**src/rtl/wb_sram_bridge.sv**
```systemverilog
// -----------------------------------------------------------------------------
// wb_sram_bridge
//
// Wishbone classic slave that maps a 2 KiB window of the bus onto port 0 of a
// 32x512 1rw1r OpenRAM macro (sky130_sram_2kbyte_1rw1r_32x512_8). The macro
// registers its inputs on the rising edge and performs the array access on the
// following falling edge, so the bridge presents a one-cycle registered command
// (ISSUE), waits one cycle for the array access (WAIT), captures read data at
// the end of that cycle, and then acknowledges for exactly one cycle (ACK).
// Addresses outside the window are acknowledged immediately with zero data and
// never touch the macro. Port 1 of the macro is parked idle.
//
// Parameters
//   BASE_ADDR   byte base address of the SRAM window (2 KiB aligned)
//   ADDR_WIDTH  SRAM word-address width
//
// Ports
//   wb_clk_i      bus clock, also forwarded to both macro clocks
//   wb_rst_i      asynchronous active-high reset
//   wbs_cyc_i     bus cycle valid
//   wbs_stb_i     strobe
//   wbs_we_i      1 = write
//   wbs_sel_i     byte lane selects
//   wbs_adr_i     byte address
//   wbs_dat_i     write data
//   wbs_ack_o     single-cycle registered acknowledge
//   wbs_dat_o     registered read data
//   sram_clk0     macro port-0 clock (= wb_clk_i)
//   sram_csb0     active-low chip select, registered
//   sram_web0     active-low write enable, registered
//   sram_wmask0   byte write mask, registered
//   sram_addr0    word address, registered
//   sram_din0     write data, registered
//   sram_dout0    macro port-0 read data
//   sram_clk1     macro port-1 clock (= wb_clk_i)
//   sram_csb1     port-1 chip select, tied inactive
//   sram_addr1    port-1 address, tied to zero
// -----------------------------------------------------------------------------
module wb_sram_bridge #(
  parameter logic [31:0] BASE_ADDR  = 32'h3000_0000,
  parameter int          ADDR_WIDTH = 9
) (
  input  logic                  wb_clk_i,
  input  logic                  wb_rst_i,
  input  logic                  wbs_cyc_i,
  input  logic                  wbs_stb_i,
  input  logic                  wbs_we_i,
  input  logic [3:0]            wbs_sel_i,
  input  logic [31:0]           wbs_adr_i,
  input  logic [31:0]           wbs_dat_i,
  output logic                  wbs_ack_o,
  output logic [31:0]           wbs_dat_o,
  output logic                  sram_clk0,
  output logic                  sram_csb0,
  output logic                  sram_web0,
  output logic [3:0]            sram_wmask0,
  output logic [ADDR_WIDTH-1:0] sram_addr0,
  output logic [31:0]           sram_din0,
  input  logic [31:0]           sram_dout0,
  output logic                  sram_clk1,
  output logic                  sram_csb1,
  output logic [ADDR_WIDTH-1:0] sram_addr1
);

  // Lowest address bit that belongs to the window tag (above word address).
  localparam int TAG_LSB = ADDR_WIDTH + 2;

  typedef enum logic [1:0] {
    ST_IDLE  = 2'd0,
    ST_ISSUE = 2'd1,
    ST_WAIT  = 2'd2,
    ST_ACK   = 2'd3
  } state_t;

  state_t                  state_q, state_d;
  logic                    ack_q, ack_d;
  logic [31:0]             dat_q, dat_d;
  logic                    csb_q, csb_d;
  logic                    web_q, web_d;
  logic [3:0]              wmask_q, wmask_d;
  logic [ADDR_WIDTH-1:0]   addr_q, addr_d;
  logic [31:0]             din_q, din_d;
  // Remembers whether the access in flight is a read. web_q has already
  // returned high by the time the read data must be captured in WAIT.
  logic                    rd_q, rd_d;

  logic                    req;
  logic                    hit;
  logic [ADDR_WIDTH-1:0]   word_addr;
  logic                    unused_adr_bits;

  // A new request is only taken while no ack is being presented, so a master
  // that holds stb through the ack cycle is not serviced twice.
  assign req       = wbs_cyc_i & wbs_stb_i & ~ack_q;
  assign hit       = (wbs_adr_i[31:TAG_LSB] == BASE_ADDR[31:TAG_LSB]);
  assign word_addr = wbs_adr_i[TAG_LSB-1:2];

  // Byte offset within the word has no meaning for a 32-bit port.
  assign unused_adr_bits = ^wbs_adr_i[1:0];

  // ---------------------------------------------------------------------------
  // State register
  // ---------------------------------------------------------------------------
  always_ff @(posedge wb_clk_i or posedge wb_rst_i) begin
    if (wb_rst_i) begin
      state_q <= ST_IDLE;
    end else begin
      state_q <= state_d;
    end
  end

  // ---------------------------------------------------------------------------
  // Next-state logic
  // ---------------------------------------------------------------------------
  always_comb begin
    state_d = state_q;
    case (state_q)
      ST_IDLE: begin
        if (req) begin
          state_d = hit ? ST_ISSUE : ST_ACK;
        end
      end
      // The macro cannot cancel a latched command, so ISSUE and WAIT always
      // run to completion even if the master abandons the cycle.
      ST_ISSUE: state_d = ST_WAIT;
      ST_WAIT:  state_d = ST_ACK;
      ST_ACK:   state_d = ST_IDLE;
      default:  state_d = ST_IDLE;
    endcase
  end

  // ---------------------------------------------------------------------------
  // Output logic: next values of all registered outputs
  // ---------------------------------------------------------------------------
  always_comb begin
    // Command strobes idle by default; address/data and read data hold.
    ack_d   = 1'b0;
    dat_d   = dat_q;
    csb_d   = 1'b1;
    web_d   = 1'b1;
    wmask_d = 4'b0000;
    addr_d  = addr_q;
    din_d   = din_q;
    rd_d    = rd_q;

    case (state_q)
      ST_IDLE: begin
        if (req) begin
          if (hit) begin
            csb_d   = 1'b0;
            web_d   = ~wbs_we_i;
            wmask_d = wbs_we_i ? wbs_sel_i : 4'b0000;
            addr_d  = word_addr;
            din_d   = wbs_dat_i;
            rd_d    = ~wbs_we_i;
          end else begin
            // Out-of-window access: immediate ack with zero data.
            ack_d = 1'b1;
            dat_d = 32'h0000_0000;
          end
        end
      end
      ST_WAIT: begin
        // The array access happened on the falling edge of this cycle, so
        // sram_dout0 is valid at the closing rising edge.
        if (rd_q) begin
          dat_d = sram_dout0;
        end
        // An aborted cycle (cyc dropped) still walks through ACK but the
        // acknowledge itself is suppressed.
        ack_d = wbs_cyc_i;
      end
      default: begin
      end
    endcase
  end

  // ---------------------------------------------------------------------------
  // Output registers
  // ---------------------------------------------------------------------------
  always_ff @(posedge wb_clk_i or posedge wb_rst_i) begin
    if (wb_rst_i) begin
      ack_q   <= 1'b0;
      dat_q   <= 32'h0000_0000;
      csb_q   <= 1'b1;
      web_q   <= 1'b1;
      wmask_q <= 4'b0000;
      addr_q  <= '0;
      din_q   <= 32'h0000_0000;
      rd_q    <= 1'b0;
    end else begin
      ack_q   <= ack_d;
      dat_q   <= dat_d;
      csb_q   <= csb_d;
      web_q   <= web_d;
      wmask_q <= wmask_d;
      addr_q  <= addr_d;
      din_q   <= din_d;
      rd_q    <= rd_d;
    end
  end

  // ---------------------------------------------------------------------------
  // Port wiring
  // ---------------------------------------------------------------------------
  assign wbs_ack_o   = ack_q;
  assign wbs_dat_o   = dat_q;

  assign sram_clk0   = wb_clk_i;
  assign sram_csb0   = csb_q;
  assign sram_web0   = web_q;
  assign sram_wmask0 = wmask_q;
  assign sram_addr0  = addr_q;
  assign sram_din0   = din_q;

  // Port 1 (read-only) is unused and held deselected.
  assign sram_clk1   = wb_clk_i;
  assign sram_csb1   = 1'b1;
  assign sram_addr1  = '0;

endmodule

```
**config.mk**
```make
export PLATFORM = sky130hd
export DESIGN_NAME = wb_sram_bridge
export DESIGN_NICKNAME = d
export VERILOG_FILES = /design/src/rtl/wb_sram_bridge.sv
export SDC_FILE = /design/constraint.sdc
export NUM_CORES = 1
export LEC_CHECK = 0
export ABC_CLOCK_PERIOD_IN_PS = 2600
export BUFFER_PORTS_ARGS = -buffer_cell sky130_fd_sc_hd__buf_2
export CELL_PAD_IN_SITES_DETAIL_PLACEMENT = 0
export CELL_PAD_IN_SITES_GLOBAL_PLACEMENT = 1
export CORE_MARGIN = 2
export CORE_UTILIZATION = 30
export CTS_CLUSTER_SIZE = 8
export DETAILED_ROUTE_END_ITERATION = 8
export PLACE_DENSITY = 0.76
export SYNTH_ARGS = -nofsm -noshare
export SYNTH_HDL_FRONTEND = slang
export SYNTH_SLANG_ARGS = --single-unit
```
**constraint.sdc**
```tcl
create_clock -name wb_clk_i -period 2.6 [get_ports wb_clk_i]
set_clock_uncertainty 0.05 [all_clocks]
set_input_delay 0.26 -clock wb_clk_i [delete_from_list [all_inputs] [get_ports wb_clk_i]]
set_output_delay 0.26 -clock wb_clk_i [all_outputs]
set_load 0.05 [all_outputs]
```
# [Word level (Yosys, flattened, before mapping)]
# Index checks and enable logic that the tools add are counted.
[word_totals] register_bits=83
[classes] n_eq_ne=7 n_mux=19 n_bitwise=4 reduce_logical=4
[op_table] operator="$mux 32" count=3
[op_table] operator="$pmux 32 s2" count=1
[op_table] operator="$eq 21x19->1 const B" count=1
[op_table] operator="$mux 4" count=4
[op_table] operator="$pmux 2 s4" count=1
[op_table] operator="$mux 1" count=7
[op_table] operator="$ne 2x2->1 const B" count=3
[op_table] operator="$eq 2x2->1 const B" count=2
[op_table] operator="$mux 2" count=2
[op_table] operator="$reduce_and 4->1" count=1
[op_table] operator="$reduce_and 3->1" count=1
[op_table] operator="$and 1x1->1" count=2
[op_table] operator="$eq 2x1->1 const B" count=1
[op_table] operator="$logic_not 2->1" count=1
[op_table] operator="$not 1->1" count=2
[op_table] operator="$pmux 1 s2" count=1
[op_table] operator="$reduce_bool 2->1" count=1

# [Depth between registers and ports, before layout]
[depth] ltp_word=4 mapped_depth=8

==> impl_metrics.csv <==
group,metric,value,unit
status,status,"finished, final reports clean",
cells_and_area,layout_commonest_cell,"buf_2",
pwr,max-vdd-ir-drop,0.3728,mV
sta,fin_hold_ws,0.01439,ns
pwr,power_switching,1.782,mW
sta,relSlewSlack,0.5871,
sta,setup_violations,0,
cells_and_area,antenna_cells,0,
cells_and_area,layout_common_cells,"184 x buf_2, 81 x dfrtp_1, 39 x dlygate4sd3_1, 32 x nand3_1, 32 x o2bb2ai_1",
worst_hold_path,holdPathStages,2,
flow_run,drv_cap,0,
cells_and_area,final_nets,591,
worst_hold_path,hold_start,"wbs_dat_i[7]",
pwr,power_frac_comb,0.324,
detailed_routing,drc,0,
clock_network,path_clk_slew,0.06,ns
worst_setup_path,crit_path_max_fanout,42,
worst_setup_path,rr_worst_depth,7,
cells_and_area,design_area,5329,um2
placement,place_congestion,0.7257,
global_routing,antenna_found_initial,0,
logic_synthesis,yosys.cell_types.count,32,
sta,rsz0062_at_grt,"no",
floorplanning,die_h,111.3,um
worst_setup_path,rr_endpoint,"sram_din0[27]",
worst_setup_path,startpoint,"state_q[0]",
floorplanning,rows,39,
pwr,seqPwrFrac,0.312,
placement,dp_hpwl,6357,um
logic_synthesis,avgSynthCellArea,13.43,um2
worst_hold_path,hold_end,"sram_din0[7]",
floorplanning,die_area,12380,um2
global_routing,track_usage,0.1583,
sta,fin_setup_tns,0,ns
placement,dp.cells,573,
floorplanning,core-area,11320,um2
worst_setup_path,cp.required,2.87,ns
pwr,p_per_area,902.9,nW/um2
detailed_routing,drt-vias-per-instance,4.601,
clock_network,clock_latency,0.43,ns
pwr,p_sw_frac,0.3703,
sta,fmax,0.4533,GHz
sta,fin_crit_sh,0.8485,
worst_setup_path,r2r-start,"state_q[0]",
logic_synthesis,syn-instance-count,257,
detailed_routing,drt-pass1-iter-count,5,
logic_synthesis,async_flop_share,1.000,
sta,worstMarginPinSlew,0.6187,ns
global_routing,grt_max_degree,50,
floorplanning,ios,197,
logic_synthesis,ys_ff_latch,83,
floorplanning,start_util,0.3049,
global_routing,overflow,0,
worst_setup_path,crit_type,"reg -> reg",
logic_synthesis,yosysSeqAreaShare,0.6024,
worst_setup_path,ff2ff_setup_slack,0.39,ns
clock_network,post_cts_buffers,0,
detailed_routing,drt-wirelength-per-cell,14.57,um
placement,io_buffers,184,
worst_setup_path,cp-start-kind,"register",
floorplanning,dieWidth,111.3,um
cells_and_area,final_util,0.4707,
global_routing,grt_first_pass_wirelength,15640,um
global_routing,grt_pass1_vias,3151,
cells_and_area,drive_gt1_frac,0.5174,
cells_and_area,area_delta_synth_final,54.37,%
worst_hold_path,hp-class,"in -> reg",
placement,placed_area,4531,um2
worst_setup_path,cp.arrival,2.47,ns
detailed_routing,dr_total_vias,2908,
logic_synthesis,yosys_warnings,0,
pwr,leakagePower,2.867,nW
pwr,p_int,3.030,mW
sta,hold_viol,0,
pwr,clkPwrFrac,0.364,
cells_and_area,fin_cells,632,
clock_network,tritoncts,"built",
sta,period_needed,2.206,ns
logic_synthesis,synth-main-ff-cell,"dfrtp_1",
worst_setup_path,crit_path_end_kind,"register",
sta,maxSlewViolCount,0,
logic_synthesis,synth_area,3452,um2
logic_synthesis,synth-edff-count,0,
detailed_routing,drtIter0Drc,106,
detailed_routing,ant_nets,0,
detailed_routing,wirelength,9210,um
-- metrics by stage --
stage          worst slack (ns)  power (mW)
4_1_cts                  0.3734       4.897
3_5_place_dp             0.3832       3.216
3_3_place_gp             0.4438       3.176
5_1_grt                  0.2484       5.102
2_1_floorplan            0.1565       2.747
6_report                 0.3938       4.812
-- kinds of logic after synthesis --
group                    synth area share
flip-flops                         0.6024
AND/OR/NAND/NOR                   0.09497
multiplexers                       0.1366
AO/OA/AOI/OAI                     0.09895
buffers and inverters             0.05763
adder cells (fa/ha/maj)          0.007248
other                            0.002176
-- flip-flops by register name, summed over array words and instances, names as in the netlist, 2 cells and up --
register	cells
state_q	2
sram_addr0	9
wbs_dat_o	32
sram_wmask0	4
sram_din0	32
-- Yosys cell counts (2+ instances only) --
| master | n | share of area |
|---|---|---|
| buf_2 | 6 | 0.0087 |
| nor4_2 | 2 | 0.0072 |
| ha_1 | 2 | 0.0072 |
| buf_4 | 16 | 0.035 |
| nand2_1 | 4 | 0.0043 |
| conb_1 | 2 | 0.0022 |
| nor4b_2 | 2 | 0.0087 |
| inv_1 | 5 | 0.0054 |
| mux2_1 | 12 | 0.039 |
| and3_1 | 5 | 0.0091 |
| dfstp_2 | 2 | 0.015 |
| dfrtp_1 | 81 | 0.59 |
| clkbuf_1 | 7 | 0.0076 |
| nand3_1 | 32 | 0.046 |
| mux2_2 | 29 | 0.095 |
| nor2_1 | 2 | 0.0022 |
| nor3_1 | 2 | 0.0029 |
| o2bb2ai_1 | 32 | 0.081 |
-- power by group through the flow --
stage	clock network, mW	registers, mW	logic, mW
finish	1.75	1.50	1.56
global route	1.88	1.52	1.70
CTS	1.80	1.50	1.59
detailed placement	0.147	1.52	1.55
global placement	0.147	1.52	1.51
floorplan	0.166	1.92	0.661
-- worst max path at each step --
stage,endpoint,slack (ns),cells after the start
floorplan,rd_q,0.16,1
global placement,sram_addr0[0],0.44,7
detailed placement,sram_din0[20],0.38,7
CTS,sram_din0[20],0.37,7
global route,sram_din0[27],0.25,7
finish,sram_din0[27],0.39,7
-- per-layer routing --
metal / track usage / vias to the layer above / routed length [um]
met4: 0.05844 / 0 / 125
met5: 0 / - / 0
met1: 0.1880 / 1413 / 3681
met2: 0.2585 / 118 / 4689
li1: - / 1365 / -
met3: 0.06452 / 12 / 714
-- worst max-delay path, stage by stage (launching register included) --
cell	delay [ns]
dfrtp_1	0.35
inv_1	0.09
ha_1	0.29
inv_2	0.10
or2_1	0.30
nor3_4	0.23
buf_12	0.25
mux2_2	0.37
-- area by class of cell --
class	instances	area, um2
tap	143	178.9
inverter	6	23.77
timing repair buffer	231	1401
fill	1037	5992
sequential	83	2079
multi-input combinational	147	1227
clock inverter	1	30.03
clock buffer	21	387.9
-- repair_timing --
action	4_1_cts	5_1_grt
gates resized for setup	0	0
hold buffers	38	1
hold endpoints to repair	69	1
Power figures use the tool's default switching activity.
